## src/rtl/acc_pkg.sv

```systemverilog
// Shared definitions for the accumulator back-end stages: default widths,
// the derived block-sum width and the block averager state encoding.
package acc_pkg;

    // Default sample width, which is the accumulator's c width
    localparam int DEF_DATA_W = 8;

    // Default log2 of the block length (4 samples per block)
    localparam int DEF_LOG2_N = 2;

    // Width of an exact block sum; N samples of DATA_W bits cannot overflow it
    localparam int SUM_W = DEF_DATA_W + DEF_LOG2_N;

    // ACCUM collects samples, HOLD presents a finished block until it is taken
    typedef enum logic {
        ACCUM = 1'b0,
        HOLD  = 1'b1
    } avg_state_t;

endpackage : acc_pkg

```

## src/rtl/acc_block_averager.sv

```systemverilog
// Block averager: sums blocks of 2**LOG2_N unsigned samples and presents the
// exact sum plus the floor average on a valid/ready output. While a result
// waits in HOLD, input acceptance follows out_ready, so the hand-off of a result
// and the first sample of the next block can share one cycle.
module acc_block_averager
    import acc_pkg::*;
#(
    parameter int DATA_W = DEF_DATA_W,
    parameter int LOG2_N = DEF_LOG2_N
) (
    input  logic                     clk,
    input  logic                     rst_n,
    input  logic                     clr,
    input  logic                     in_valid,
    input  logic [DATA_W-1:0]        in_data,
    output logic                     in_ready,
    output logic                     out_valid,
    input  logic                     out_ready,
    output logic [DATA_W+LOG2_N-1:0] out_sum,
    output logic [DATA_W-1:0]        out_data
);

    localparam int BLK_W = DATA_W + LOG2_N;

    // Count value of the last sample of a block (N-1) and the count after the first one
    localparam logic [LOG2_N-1:0] CNT_LAST = '1;
    localparam logic [LOG2_N-1:0] CNT_ONE  = LOG2_N'(1);

    avg_state_t        state;
    avg_state_t        state_next;
    logic [BLK_W-1:0]  sum;
    logic [BLK_W-1:0]  sum_next;
    logic [LOG2_N-1:0] cnt;
    logic [LOG2_N-1:0] cnt_next;
    logic [BLK_W-1:0]  sum_acc;
    logic              load_out;
    logic              take_in;
    logic              take_out;

    // A result is being presented exactly while the FSM sits in HOLD
    assign out_valid = (state == HOLD);

    // Input is blocked in reset and under clr; in HOLD it is accepted only when the result leaves
    assign in_ready = rst_n && !clr && ((state == ACCUM) || out_ready);

    assign take_in  = in_valid && in_ready;
    assign take_out = out_valid && out_ready;

    // Running sum including the sample offered this cycle
    assign sum_acc = sum + BLK_W'(in_data);

    // State register
    always_ff @(posedge clk or negedge rst_n) begin
        if (!rst_n) begin
            state <= ACCUM;
        end else begin
            state <= state_next;
        end
    end

    // Next-state, accumulation and result-load decisions
    always_comb begin
        state_next = state;
        sum_next   = sum;
        cnt_next   = cnt;
        load_out   = 1'b0;
        case (state)
            ACCUM: begin
                if (clr) begin
                    sum_next = '0;
                    cnt_next = '0;
                end else if (take_in) begin
                    if (cnt == CNT_LAST) begin
                        load_out   = 1'b1;
                        sum_next   = '0;
                        cnt_next   = '0;
                        state_next = HOLD;
                    end else begin
                        sum_next = sum_acc;
                        cnt_next = cnt + CNT_ONE;
                    end
                end
            end
            HOLD: begin
                if (clr) begin
                    sum_next = '0;
                    cnt_next = '0;
                end
                if (take_out) begin
                    state_next = ACCUM;
                end
                if (take_in) begin
                    sum_next = BLK_W'(in_data);
                    cnt_next = CNT_ONE;
                end
            end
            default: begin
                state_next = ACCUM;
                sum_next   = '0;
                cnt_next   = '0;
            end
        endcase
    end

    // Partial-block sum and sample count
    always_ff @(posedge clk or negedge rst_n) begin
        if (!rst_n) begin
            sum <= '0;
            cnt <= '0;
        end else begin
            sum <= sum_next;
            cnt <= cnt_next;
        end
    end

    // Result registers change only when a block completes
    always_ff @(posedge clk or negedge rst_n) begin
        if (!rst_n) begin
            out_sum  <= '0;
            out_data <= '0;
        end else if (load_out) begin
            out_sum  <= sum_acc;
            out_data <= sum_acc[BLK_W-1:LOG2_N];
        end
    end

endmodule : acc_block_averager

```

## config.mk

```make
export PLATFORM = sky130hd
export DESIGN_NAME = acc_block_averager
export DESIGN_NICKNAME = d
export VERILOG_FILES = /design/src/rtl/acc_pkg.sv /design/src/rtl/acc_block_averager.sv
export SDC_FILE = /design/constraint.sdc
export NUM_CORES = 1
export LEC_CHECK = 0
export ABC_AREA = 0
export CAP_MARGIN = 5
export CORE_MARGIN = 2
export CORE_UTILIZATION = 49
export CTS_CLUSTER_SIZE = 25
export DETAILED_ROUTE_END_ITERATION = 7
export HOLD_SLACK_MARGIN = 0.1
export PLACE_DENSITY = 0.76
export SYNTH_ARGS = -nofsm -noshare
export SYNTH_HDL_FRONTEND = slang
export SYNTH_SLANG_ARGS = --single-unit
```

## constraint.sdc

```tcl
create_clock -name clk -period 2.7 [get_ports clk]
set_clock_uncertainty 0.15 [all_clocks]
set_input_delay 0.54 -clock clk [delete_from_list [all_inputs] [get_ports clk]]
set_output_delay 0.54 -clock clk [all_outputs]
set_load 0.02 [all_outputs]
```

# Yosys cells after proc, flatten, opt, wreduce, memory -nomap -nowiden
# Index checks and enable logic that the tools add are counted.
# totals
reg_bits	31
inputBits	13
elab_cells	36
out_inout_bits	20
# op_classes
add_sub_neg	2
muxes	18
bitwise_logic	1
reduce_logical	7
n_eq_ne	3
# ops
operator	count
$mux 10	5
$pmux 10 s2	1
$add 10x8->10	1
$mux 2	5
$mux 1	5
$logic_and 1x1->1	4
$pmux 2 s2	1
$ne 3x2->1 const B	1
$ne 3x3->1 const B	1
$add 2x1->2 const B	1
$eq 2x2->1 const B	1
$pmux 1 s2	1
$reduce_and 2->1	1
$logic_not 1->1	1
$logic_or 1x1->1	1
$not 1->1	1

# Depth between registers and ports, before layout
# Gate-level depths: netlist of the first run.
# depth
depth_word	7
mapped_depth	9
depth_no_buf	9

# Worst setup path after synthesis of the first run
# Ideal clock, no wire load.
# synth_timing
path_type	input to register
from	in in_data[0]
to	reg out_sum[8]
n_path_buf	0
slack_ns	0.547
setup_time_ns	0.124
stages	9
arrival_ns	1.879
cell_sequence	ha_1 inv_1 fa_1 nand2b_1 a21oi_2 a211oi_2 o21ai_1 xnor2_1 o21ai_1
# synth_via
elab_chain_len	1
# synth_rtl
element	line_no	text
start: declaration	acc_block_averager.sv:15	input logic [DATA_W-1:0] in_data,
$add 10x8->10	acc_block_averager.sv:50	assign sum_acc = sum + BLK_W'(in_data);
end signal: assignment	acc_block_averager.sv:122	out_sum <= sum_acc;
end: declaration	acc_block_averager.sv:19	output logic [DATA_W+LOG2_N-1:0] out_sum,
# No other way between the ends.
# A chain may end at the register's enable or synchronous reset.

# Worst setup path after layout of the first run
# layout_timing
from	in out_ready
to	out in_ready
# layout_via
elab_chain_len	2
# layout_rtl
element	line_no	text
start: declaration	acc_block_averager.sv:18	input logic out_ready,
$logic_or 1x1->1	acc_block_averager.sv:44	assign in_ready = rst_n && !clr && ((state == ACCUM) || out_ready);
$logic_and 1x1->1	acc_block_averager.sv:44	
end: declaration	acc_block_averager.sv:16	output logic in_ready,
# No other way between the ends.

==> results.py, run 1 <==
metrics = {
    "timing": {
        "rsz0062_at_grt": "no",
        "worst_hold_slack_ns": 0.3489,
        "worst_slew_pin_slew_ns": 0.7045,
        "maxSlewViolCount": 0,
        "hold_viol_final": 0,
        "setup_ws_ns": 0.1032,
        "period_share_pct": 96.18,
        "maxSlewHeadroom_pct": 52.89,
        "setup_viol": 0,
        "timing.fmax_mhz": 385.1,
        "fin_crit_ns": 2.597,
    },
    "global_route": {
        "grt_pass1_vias": 1081,
        "antenna_found_initial": 0,
        "grt_max_degree": 27,
        "track_usage_pct": 19.07,
        "grt_overflow": 0,
        "grt_first_pass_wirelength_um": 4954,
    },
    "critical_path": {
        "crit_path_end_kind": "primary output",
        "worstPathRequired_ns": 2.01,
        "critical-path-slowest-cell": "clkdlybuf4s50_1",
        "worstSetupStartpointType": "input port",
        "timing_worst_setup_path_type": "in2out",
        "cpPeakStageDelay_ns": 0.59,
        "ff2ff_path_depth": 9,
        "worstPathArrival_ns": 1.91,
        "crit_top_cell": "clkdlybuf4s50_1",
        "r2r-end": "out_sum[8]",
        "cp-endpoint": "in_ready",
        "cp_cell_sequence": "clkdlybuf4s50_1 -> nand2b_2 -> and3_1 -> clkdlybuf4s50_1",
        "crit_fanout": 3,
        "critPathLaunch": "out_ready",
        "reg2reg_slack_ns": 0.60,
        "timing.rr.start": "sum[0]",
    },
    "cts": {
        "hold_buffers": 0,
        "clockBufferDepth": 2,
        "cts_made_buffers": 3,
        "cts.repair.resized": 0,
        "cts_root_buffer": "clkbuf_4",
        "insertion_delay_ns": 0.32,
        "clk_pin_slew_ns": 0.13,
        "cts_num_sinks": 23,
        "postCtsSetupRepairBufs": 0,
        "htree_levels": 1,
        "cts_tree": "yes",
    },
    "synth": {
        "synth-seq-cells": 23,
        "ys_seq_area_share_pct": 40.42,
        "synthDominantCellAreaShare_pct": 40.42,
        "synth_edf_count": 0,
        "synth-adder-area-share_pct": 9.315,
        "synthTopCellsByCount": "dfrtp_1 (23), nand2_1 (20), a21oi_1 (10), ha_1 (9), o21ai_1 (9)",
        "yosys_most_used_dff": "dfrtp_1",
        "synth_area_leaders": "dfrtp_1 (40%), ha_1 (7.9%), nand2_1 (5.3%)",
        "synth.most_common_cell": "dfrtp_1",
        "yosysTopAreaCell": "dfrtp_1",
        "avgSynthCellArea_um2": 9.753,
        "synthDistinctLibCells": 38,
        "synth_xor_area_share_pct": 4.306,
        "async_flop_share_pct": 100.0,
        "synth_top_family_by_area": "compound AO/OA/AOI/OAI gates",
        "yosysWarnings": 0,
        "synth_mux_area_share_pct": 3.163,
        "syn-instance-count": 146,
        "synth_nets": 169,
        "synth.cell_area_um2": 1424,
        "synth_compound_area_share_pct": 20.39,
        "yosys.area_share.simple_pct": 15.64,
    },
    "place": {
        "numPortBuffers": 32,
        "hpwl_um": 2299,
        "place_ws_ns": -0.1105,
        "place_congestion": 0.8952,
    },
    "routing": {
        "drt_wl_total_um": 2999,
        "ant_nets": 0,
        "drt_iter0_drc": 24,
        "vias": 1163,
        "drc": 0,
        "viasPerCell": 5.591,
        "routedWlPerCell_um": 14.42,
        "drt_first_pass_iters": 4,
    },
    "layout": {
        "layout-drive-gt1-share_pct": 14.69,
        "nets": 201,
        "antenna_cells": 0,
        "fill_cells": 227,
        "final_core_util_pct": 64.34,
        "area_delta_synth_final_pct": 24.60,
    },
    "floorplan": {
        "dieArea_um2": 3353,
        "pin_count": 33,
        "fp.dieW_um": 57.91,
        "core-area_um2": 2758,
        "fp.dieH_um": 57.91,
        "initial_core_util_pct": 51.63,
        "rows": 19,
    },
    "power_and_ir_drop": {
        "p_per_area_nw_per_um2": 444.3,
        "ir_drop_mv": 0.2886,
        "p_total_uw": 788.4,
        "p_leak_nw": 0.8152,
    },
    "hold_path": {
        "hold_path_class": "reg2reg",
    },
    "status": {
        "status": "completed",
    },
    "job": {
        "max_cap_viol_count": 0,
    },
}
cell families (layout without fill, tap and decap cells):
| family | after synthesis | in the layout |
|---|---|---|
| AO/OA/AOI/OAI | 44 | 44 |
| XOR/XNOR | 7 | 7 |
| adder cells (fa/ha/maj) | 10 | 10 |
| buffers and inverters | 15 | 46 |
| flip-flops | 23 | 23 |
| multiplexers | 4 | 4 |
| AND/OR/NAND/NOR | 43 | 43 |
state kept, by name (all words and copies together) (netlist names):
| signal | count |
|---|---|
| cnt | 2 |
| out_sum | 10 |
| out_valid | 1 |
| sum | 10 |
worst max-delay path, delay by kind of cell:
kind                   cells  cell delay (ns)
buffers and inverters      2             1.08
AND/OR/NAND/NOR            2             0.28
metal layers:
metal  wire (um)  GRT usage, %
met1        1385         24.54
met2        1400         32.95
met3         138         2.232
met4          74         6.977
met5           0             0
placed cells by master, fill, tap and decap left out, types with 2 or more instances in the layout:
cell type	instances
a21o_1	4
a21oi_1	10
a21oi_2	2
a22oi_1	7
and3_1	2
buf_4	6
clkbuf_4	3
clkdlybuf4s50_1	32
dfrtp_1	23
ha_1	9
inv_1	3
mux2_2	4
nand2_1	20
nand2b_1	2
nand3_1	5
nor2_1	2
nor2b_1	2
o21ai_0	6
o21ai_1	9
or3_1	2
xnor2_1	5
xor2_1	2
metrics by stage:
stage / instances / TNS, ns / instance area, um^2
floorplan: 146 / 0 / 1424
global placement: 204 / -0.05539 / 1747
detailed placement: 204 / -0.2159 / 1747
CTS: 208 / 0 / 1774
global route: 208 / 0 / 1774
finish: 208 / 0 / 1774
power by group:
group	total [mW]	switching [mW]	leakage, nW	internal [mW]
Sequential	0.389	0.0204	0.314	0.369
Combinational	0.234	0.124	0.483	0.110
Clock	0.166	0.110	0.0177	0.0554
cell type report:
type	count	area [um^2]	share of cell area, %
Sequential cell	23	575.6	32.44
Timing Repair Buffer	38	365.4	20.59
Multi-Input combinational cell	108	752.0	42.38
Clock inverter	1	5.005	0.2821
Inverter	4	15.01	0.8463
Clock buffer	3	22.52	1.269
Tap cell	31	38.79	2.186
worst min-delay path by stage:
| stage | start | endpoint | slack, ns | cells after the start |
|---|---|---|---|---|
| after floorplan | rst_n | cnt[0] | 0.09 | 0 |
| after global placement | sum[0] | sum[0] | 0.31 | 2 |
| after detailed placement | sum[0] | sum[0] | 0.32 | 2 |
| after CTS | sum[0] | sum[0] | 0.35 | 2 |
| after global routing | sum[0] | sum[0] | 0.38 | 2 |
| final | sum[0] | sum[0] | 0.35 | 2 |
No activity file was read; power rests on OpenSTA's default activity.
==> run 2, diff against run 1 <==
--- a/config.mk
+++ b/config.mk
@@ -7,7 +7,7 @@
 export LEC_CHECK = 0
 export ABC_AREA = 0
 export CAP_MARGIN = 5
-export CORE_MARGIN = 2
+export CORE_MARGIN = 8
 export CORE_UTILIZATION = 49
 export CTS_CLUSTER_SIZE = 25
 export DETAILED_ROUTE_END_ITERATION = 7
==> results.py, run 2 (synthesis results as in run 1) <==
metrics = {
    "status": {
        "status": "completed",
    },
    "critical_path": {
        "worst-path-buf-inv": 2,
        "critical-path-slowest-cell": "clkdlybuf4s50_1",
        "crit_top_cell": "clkdlybuf4s50_1",
        "crit_path_end_kind": "primary output",
        "worstPathRequired_ns": 2.01,
        "critPathTopFamily": "buffers and inverters",
        "worstPathArrival_ns": 1.91,
        "timing_worst_setup_path_type": "in2out",
        "worstSetupStartpointType": "input port",
        "cp_cell_sequence": "clkdlybuf4s50_1 -> nand2b_2 -> and3_1 -> clkdlybuf4s50_1",
        "crit_fanout": 3,
        "cpPeakStageDelay_ns": 0.60,
    },
    "timing": {
        "maxSlewHeadroom_pct": 55.72,
        "hold_viol_final": 0,
        "worst_slew_pin_slew_ns": 0.6621,
        "fin_crit_ns": 2.600,
        "timing.fmax_mhz": 384.7,
        "setup_viol": 0,
        "setup_ws_ns": 0.1003,
        "rsz0062_at_grt": "no",
        "period_share_pct": 96.29,
        "maxSlewViolCount": 0,
    },
    "layout": {
        "postLayoutCellArea_um2": 1773,
        "layout-drive-gt1-share_pct": 14.12,
        "fill_cells": 242,
        "final_common_cell": "clkdlybuf4s50_1",
        "nets": 201,
        "final_cell_mix": "clkdlybuf4s50_1 (32), dfrtp_1 (23), nand2_1 (20)",
        "top_regs": "out_sum (10), sum (10), cnt (2)",
        "fin_cells": 208,
        "area_delta_synth_final_pct": 24.52,
        "multi_input_area_um2": 752.0,
        "antenna_cells": 0,
        "ff_latch_area_um2": 575.6,
    },
    "cts": {
        "hold_buffers": 0,
        "cts_num_sinks": 23,
        "insertion_delay_ns": 0.31,
        "htree_levels": 1,
        "clk_pin_slew_ns": 0.12,
        "cts_tree": "yes",
        "cts.repair.resized": 0,
        "clockBufferDepth": 2,
        "cts_made_buffers": 3,
        "postCtsSetupRepairBufs": 0,
        "cts_root_buffer": "clkbuf_4",
    },
    "routing": {
        "vias": 1179,
        "ant_nets": 0,
        "drt_wl_total_um": 3280,
        "drt_iter0_drc": 47,
        "drt_first_pass_iters": 4,
        "viasPerCell": 5.668,
        "drc": 0,
        "routedWlPerCell_um": 15.77,
    },
    "power_and_ir_drop": {
        "p_per_area_nw_per_um2": 442.2,
        "p_int_uw": 536.2,
        "seqPwrFrac_pct": 49.7,
        "p_clk_share_pct": 20.4,
        "p_comb_share_pct": 29.9,
        "ir_drop_mv": 0.3168,
        "netSwitchingPower_uw": 247.8,
        "p_leak_nw": 0.8125,
        "swShare_pct": 31.60,
    },
    "hold_path": {
        "hold_path_class": "reg2reg",
    },
    "floorplan": {
        "dieArea_um2": 4887,
        "rows": 19,
        "pin_count": 33,
        "initial_core_util_pct": 51.63,
        "fp.dieH_um": 69.91,
        "core-area_um2": 2758,
        "fp.dieW_um": 69.91,
    },
    "global_route": {
        "grt_pass1_vias": 1239,
        "grt_first_pass_wirelength_um": 5706,
        "grt_overflow": 0,
        "grt_max_degree": 27,
        "antenna_found_initial": 0,
        "track_usage_pct": 13.72,
    },
    "place": {
        "place_inst": 204,
        "place_ws_ns": -0.1083,
        "place_area_um2": 1747,
        "numPortBuffers": 32,
        "place_congestion": 0.9096,
        "hpwl_um": 2490,
    },
    "job": {
        "max_cap_viol_count": 0,
    },
}
==> run 2: cell types whose count changed in the layout (fill, tap and decap cells not counted) <==
| cell | previous run | this run |
|---|---|---|
| clkbuf_1 | 0 | 1 |
| clkinv_2 | 1 | 0 |
==> run 2: layout make-up <==
type | instances | area share, %
Inverter | 4 | 0.8469
Clock buffer | 4 | 1.482
Sequential cell | 23 | 32.46
Timing Repair Buffer | 38 | 20.61
Multi-Input combinational cell | 108 | 42.41
Tap cell | 31 | 2.188
==> run 2: power groups by stage <==
stage / logic (mW) / registers, mW / clock network, mW
2_1_floorplan: 0.162 / 0.394 / 0
3_3_place_gp: 0.226 / 0.394 / 0
3_5_place_dp: 0.234 / 0.395 / 0
4_1_cts: 0.235 / 0.389 / 0.167
5_1_grt: 0.264 / 0.394 / 0.179
6_report: 0.234 / 0.389 / 0.160
==> run 2: final timing paths <==
path                       startpoint         end  slack, ns  cells past startpoint
min reg2reg                out_sum[1]  out_sum[1]       0.35                      2
max                         out_ready    in_ready       0.10                      4
max reg2reg                    sum[0]  out_sum[8]       0.56                      9
min in group asynchronous       rst_n      cnt[1]       0.50                      2
max in group asynchronous       rst_n  out_sum[3]       1.65                      2
min                        out_sum[1]  out_sum[1]       0.35                      2
==> run 2: tightest hold or removal path, cell delays in order (launching register included) <==
cell and delay (ns):
dfrtp_1 0.37, nand2_1 0.05, o21ai_1 0.06
==> run 2: metrics by stage <==
| stage | util, % | TNS, ns | hold WS [ns] | power [mW] |
|---|---|---|---|---|
| global placement | 63.34 | -0.06024 | 0.3070 | 0.6200 |
| finish | 64.29 | 0 | 0.3518 | 0.7840 |
| CTS | 64.29 | 0 | 0.3601 | 0.7914 |
| global route | 64.29 | 0 | 0.3818 | 0.8368 |
| floorplan | - | 0 | 0.09441 | 0.5565 |
| detailed placement | 63.34 | -0.2787 | 0.3315 | 0.6291 |
==> run 2: per-layer routing <==
layer  global-route usage, %  share of wire [%]  up-vias
met2                   22.03                 47       36
met3                   4.096                6.3        8
met1                   16.40                 45      554
li1                        -                  -      581
met5                       0                  0        -
met4                   6.250                1.7        0
